$ cat src/rtl/nw_sw_alloc_rr_pkg.sv
// Shared router package: port count default, port-index and crossbar-select types.
package nw_sw_alloc_rr_pkg;
  localparam int N_PORTS = 5;
  localparam int PORT_W  = (N_PORTS > 1) ? $clog2(N_PORTS) : 1;

  typedef logic [PORT_W-1:0]               port_idx_t;
  // Crossbar select matrix: [output][input], one-hot per output row.
  typedef logic [N_PORTS-1:0][N_PORTS-1:0] sel_mat_t;
endpackage

$ cat src/rtl/nw_sw_alloc_rr_arb.sv
// N-way round-robin arbiter: purely combinational, search starts at ptr_i and wraps.
// Holds no state; the pointer is owned by the allocator.
module nw_rr_arbiter #(
  parameter  int N  = 5,
  localparam int PW = (N > 1) ? $clog2(N) : 1
) (
  input  logic [N-1:0]  req_i,
  input  logic [PW-1:0] ptr_i,
  output logic [N-1:0]  gnt_o,
  output logic [PW-1:0] idx_o
);

  logic          found;
  logic [PW-1:0] cand;

  // First requester at or after ptr_i (modulo N) wins.
  always_comb begin
    gnt_o = '0;
    idx_o = '0;
    found = 1'b0;
    cand  = '0;
    for (int k = 0; k < N; k++) begin
      cand = PW'((int'(ptr_i) + k) % N);
      if (!found && req_i[cand]) begin
        gnt_o[cand] = 1'b1;
        idx_o       = cand;
        found       = 1'b1;
      end
    end
  end

endmodule

$ cat src/rtl/nw_sw_alloc_rr.sv
// Switch allocator: one round-robin arbiter per output, zero-latency grants.
// Optional wormhole packet locking under `NW_SW_ALLOC_PKT_LOCK_EN.
module nw_sw_alloc_rr
  import nw_sw_alloc_rr_pkg::*;
#(
  parameter  int N  = N_PORTS,
  localparam int PW = (N > 1) ? $clog2(N) : 1
) (
  input  logic                clk_i,
  input  logic                rst_i,
  input  logic [N-1:0][N-1:0] req_i,
  input  logic [N-1:0]        req_tail_i,
  input  logic [N-1:0]        out_ready_i,
  output logic [N-1:0]        gnt_o,
  output logic [N-1:0][N-1:0] xbar_select_o,
  output logic [N-1:0]        out_valid_o
);

  logic [N-1:0][N-1:0]  req_lo;   // [input][output], lowest set bit only
  logic [N-1:0][N-1:0]  cand;     // [output][input], eligible requesters
  logic [N-1:0][N-1:0]  win;      // [output][input], arbiter choice
  logic [N-1:0][PW-1:0] widx;
  logic [N-1:0][PW-1:0] ptr_q, ptr_d;

  // Keep only the lowest-index request per input so it competes for one output.
  always_comb begin
    for (int i = 0; i < N; i++)
      req_lo[i] = req_i[i] & (~req_i[i] + N'(1));
  end

`ifdef NW_SW_ALLOC_PKT_LOCK_EN
  logic [N-1:0]         lock_q, lock_d;
  logic [N-1:0][PW-1:0] owner_q, owner_d;

  // Transpose to per-output columns; a locked output only sees its owner.
  always_comb begin
    for (int o = 0; o < N; o++)
      for (int i = 0; i < N; i++)
        cand[o][i] = req_lo[i][o] && (!lock_q[o] || (owner_q[o] == PW'(i)));
  end

  // Non-tail grant takes the lock, tail grant releases it; idle owner holds it.
  always_comb begin
    lock_d  = lock_q;
    owner_d = owner_q;
    for (int o = 0; o < N; o++) begin
      if (out_valid_o[o]) begin
        lock_d[o]  = !req_tail_i[widx[o]];
        owner_d[o] = widx[o];
      end
    end
  end

  // Lock state register; reset drops any packet in flight.
  always_ff @(posedge clk_i) begin
    if (rst_i) begin
      lock_q  <= '0;
      owner_q <= '0;
    end else begin
      lock_q  <= lock_d;
      owner_q <= owner_d;
    end
  end
`else
  logic unused_tail;
  assign unused_tail = ^req_tail_i;

  // Transpose to per-output columns; every flit arbitrates independently.
  always_comb begin
    for (int o = 0; o < N; o++)
      for (int i = 0; i < N; i++)
        cand[o][i] = req_lo[i][o];
  end
`endif

  for (genvar o = 0; o < N; o++) begin : g_arb
    nw_rr_arbiter #(.N(N)) u_arb (
      .req_i (cand[o]),
      .ptr_i (ptr_q[o]),
      .gnt_o (win[o]),
      .idx_o (widx[o])
    );
  end

  // Qualify arbiter choice with ready and reset; gnt is the OR of each select column.
  always_comb begin
    gnt_o         = '0;
    xbar_select_o = '0;
    out_valid_o   = '0;
    for (int o = 0; o < N; o++) begin
      out_valid_o[o]   = !rst_i && out_ready_i[o] && (|win[o]);
      xbar_select_o[o] = out_valid_o[o] ? win[o] : '0;
      gnt_o            = gnt_o | xbar_select_o[o];
    end
  end

  // Pointer moves just past the winner on a grant, holds otherwise.
  always_comb begin
    ptr_d = ptr_q;
    for (int o = 0; o < N; o++)
      if (out_valid_o[o])
        ptr_d[o] = (widx[o] == PW'(N - 1)) ? '0 : widx[o] + PW'(1);
  end

  // Pointer register.
  always_ff @(posedge clk_i) begin
    if (rst_i) ptr_q <= '0;
    else       ptr_q <= ptr_d;
  end

endmodule

$ cat config.mk
export PLATFORM = sky130hd
export DESIGN_NAME = nw_sw_alloc_rr
export DESIGN_NICKNAME = d
export VERILOG_FILES = /design/src/rtl/nw_sw_alloc_rr_pkg.sv /design/src/rtl/nw_sw_alloc_rr_arb.sv /design/src/rtl/nw_sw_alloc_rr.sv
export SDC_FILE = /design/constraint.sdc
export NUM_CORES = 1
export LEC_CHECK = 0
export CORE_MARGIN = 8
export CORE_UTILIZATION = 46
export DETAILED_ROUTE_END_ITERATION = 12
export GPL_ROUTABILITY_DRIVEN = 0
export SYNTH_ARGS = -nofsm -noshare
export SYNTH_HDL_FRONTEND = slang
export SYNTH_SLANG_ARGS = --single-unit
$ cat constraint.sdc
create_clock -name clk_i -period 9 [get_ports clk_i]
set_input_delay 1.8 -clock clk_i [delete_from_list [all_inputs] [get_ports clk_i]]
set_output_delay 1.8 -clock clk_i [all_outputs]
set_load 0.02 [all_outputs]
==> impl_results.md <==
* Design area at approximately 11000 sq um
* Synthesis-stage register bit count at 15
* Initial core utilization at 0.4692
* Setup slack, reg-to-reg at 2.74 ns
* Worst relative slew slack at 0.2969
* Clock latency on the worst-skew pair at 0.25 ns
* # nets final at 1609
* Max FFs per register at 15
* Clock transition at path regs at 0.05 ns
* Detailed-router iteration count before antenna repair at 5
* Fmax at ~0.12 GHz
* Sink Count at 15
* Setup_tns at 0 ns
* Grt peak-use layer: met2
* PostCTS Resize Cnt at 0
* Mean area per synthesized cell at 7.121 sq um
* DRC at 0
* Post-CTS Hold Buffers at 0
* Max-Cap Viols at 0
* Final hold violation count at 0
* WL/cell at 18.90 microns
* Ys async rst share at 0
* Layout cell share with drive strength beyond 1 at 0.08208
* Vias in the first global route at 10187
* Slew Viols, Final at 0
* Static leakage at about 4.5 nW
* Sequential fraction of the synthesis area at 0.02933
* Worst-path maximum fanout at 8
* Core area at roughly 22000 sq um
* Ant. Diodes at 0
* Congestion Overflow GR at 0
* Antenna violations before repair at 1
* Hold Crit Class: flip-flop to flip-flop
* CTS tree: yes
* Row count at 54
* Final Setup Violations at 0
* Clock Path Buffers at 2
* Largest reg by FF count: ptr_q
* CP dominant cell by count: ha_1
* IO Pins at 72
* Most frequent cells in the layout: 109 x nor2_1, 108 x nand2_1, 108 x ha_1
* Largest regs: ptr_q: 15 flops
* Worst path required time at between 7 and 8 ns
* Die area at 27290 sq um
* DRT iter0 DRCs at 1218
* Post-layout minimum cycle time at 8.504 ns
* Postcts setup bufs at 0
* Most common cell after layout, fill and taps aside: nor2_1
* RSZ-0062 raised after global routing: false
* Vias per inst at 6.445
* Final wirelength at ~33 mm
* Crit share post-route at 0.9449
* Via count at 11227
* Status: complete, no violations
* Tot Pwr at 0.003184 W
* Setup crit start kind: flip-flop
* Worst-path cell with the longest stage delay: a2111oi_0
* Gr usage total at 0.2323
* Die X at 165.2 microns
* Met1 global-route usage at 0.3195
* HPWL Detailed at 26.45 mm
* Post-Syn Nets at 1584
* Largest net degree at the start of global routing at 36
* YS warnings at 0
* Num CTS Buffers at 3
* Post-synth EDFFs at 0
* Die Span Y at approximately 170 microns
* Clock Skew at roughly 0.00026 ns
* Met3 Usage GRT at 0.03793
* Yosys cell types at ~120
* Placed instance area at 11110 sq um
* H-tree levels at 1
* Port buffer count at 66
* Setup Crit Path Kind: flip-flop to output pin
* Crit path largest cell delay at 0.70 ns
* Met2 Track Usage GR at 0.3699
* CTS root buffer: clkbuf_16
* Pwr dens at around 280 nW/um^2
* CP arrival at about 6.7 ns
* Ys flop type: dfxtp_1
* Syn Std Cell Area at roughly 10000 sq um
* Worst ir drop on vdd at 133.6 uV
* First-pass GRT wire length at about 52 mm
* Area grow syn2layout at 9.262%
* Gate Count Post-Synth at 1438
* CP endpoint kind: output pin
* Crit-path cells: inv_1 -> ha_1 -> inv_1 -> ha_1 -> inv_1 -> ha_1 -> nor3_1 -> nor2_1 -> xnor2_1 -> ha_1 -> nor2b_1 -> o221ai_1 -> or3_1 -> and3_1 -> a2111oi_0 -> a31o_1 -> nand4_1 -> o211ai_1 -> nor2b_1 -> nor4_1 -> o21ai_0 -> clkdlybuf4s50_1
* Worst-Margin Slew at 1.028 ns
* Final ANT Viol Nets at 0
[logic make-up after synthesis]
group                      Yosys count  share of synthesized area
DFF                                 15                    0.02933
muxes                               75                    0.07869
buffers and inverters              152                    0.06134
adders and majority gates          109                     0.1339
and+or+nand+nor                    589                     0.3165
AOI/OAI and AO/OA                  451                     0.3357
xor gates and xnor gates            47                    0.04460
[per-stage QoR]
step / utilization / instances / hold slack [ns] / setup slack, ns
floorplan: - / 1438 / 0.6477 / 1.749
global placement: 0.5090 / 1738 / 0.6390 / 0.9652
detailed placement: 0.5090 / 1738 / 0.6431 / 0.8930
CTS: 0.5127 / 1742 / 0.6505 / 0.5781
global route: 0.5127 / 1742 / 0.6766 / 0.04026
finish: 0.5127 / 1742 / 0.6451 / 0.4960
[power by group]
part	switching [W]	internal (W)
clock network	0.0000308	0.0000595
registers	0.0000259	0.0000835
logic	0.00183	0.00116
[worst max-delay path: cells and delay by family (launching register included)]
family | cells | cell delay, ns
XOR/XNOR | 1 | 0.21
AO/OA/AOI/OAI | 5 | 1.70
buffers and inverters | 4 | 1.15
adder cells (fa/ha/maj) | 4 | 1.26
AND/OR/NAND/NOR | 8 | 1.81
flip-flops | 1 | 0.32
[cells in the mapped netlist (12+ instances only)]
cell type | count | share of area
nor2_1 | 109 | 0.040
and3b_1 | 14 | 0.012
buf_2 | 18 | 0.0088
nand3_1 | 55 | 0.027
nand2b_1 | 31 | 0.019
nand4_1 | 17 | 0.010
a31oi_1 | 27 | 0.016
o22ai_1 | 13 | 0.0079
inv_1 | 73 | 0.027
o211ai_1 | 20 | 0.015
nand3b_1 | 14 | 0.010
or3_1 | 22 | 0.013
mux2i_1 | 56 | 0.055
dfxtp_1 | 15 | 0.029
ha_1 | 108 | 0.13
nor2b_1 | 41 | 0.025
clkbuf_1 | 38 | 0.014
xnor2_1 | 37 | 0.032
nand2_1 | 108 | 0.040
a211o_1 | 15 | 0.013
nor3b_1 | 15 | 0.011
a21oi_1 | 80 | 0.039
and3_1 | 13 | 0.0079
nor4_1 | 19 | 0.012
a21o_1 | 15 | 0.011
and2_1 | 16 | 0.0098
a211oi_1 | 20 | 0.015
o21a_1 | 12 | 0.0088
nor3_1 | 50 | 0.024
o21ai_0 | 51 | 0.025
[worst paths after layout]
| check | startpoint | endpoint | cells after the start |
|---|---|---|---|
| worst max-delay path | ptr_q[10] | gnt_o[1] | 22 |
| worst min-delay path | ptr_q[1] | ptr_q[1] | 3 |
| worst max register to register | ptr_q[10] | ptr_q[11] | 24 |
| worst min register to register | ptr_q[1] | ptr_q[1] | 3 |
[area by class of cell]
type	count	area [sq um]
Inverter	83	312.8
Fill cell	2206	10640
Sequential cell	15	300.3
Clock buffer	3	75.07
Tap cell	280	350.3
Multi-Input combinational cell	1271	9311
Timing Repair Buffer	89	833.3
Clock inverter	1	5.005
[per-layer routing]
layer	part of all wire	up-vias
li1	-	5571
met1	0.47	5256
met2	0.44	349
met3	0.065	49
met4	0.024	2
met5	0.00024	-
Note: power is estimated with default switching activity, not from simulation.
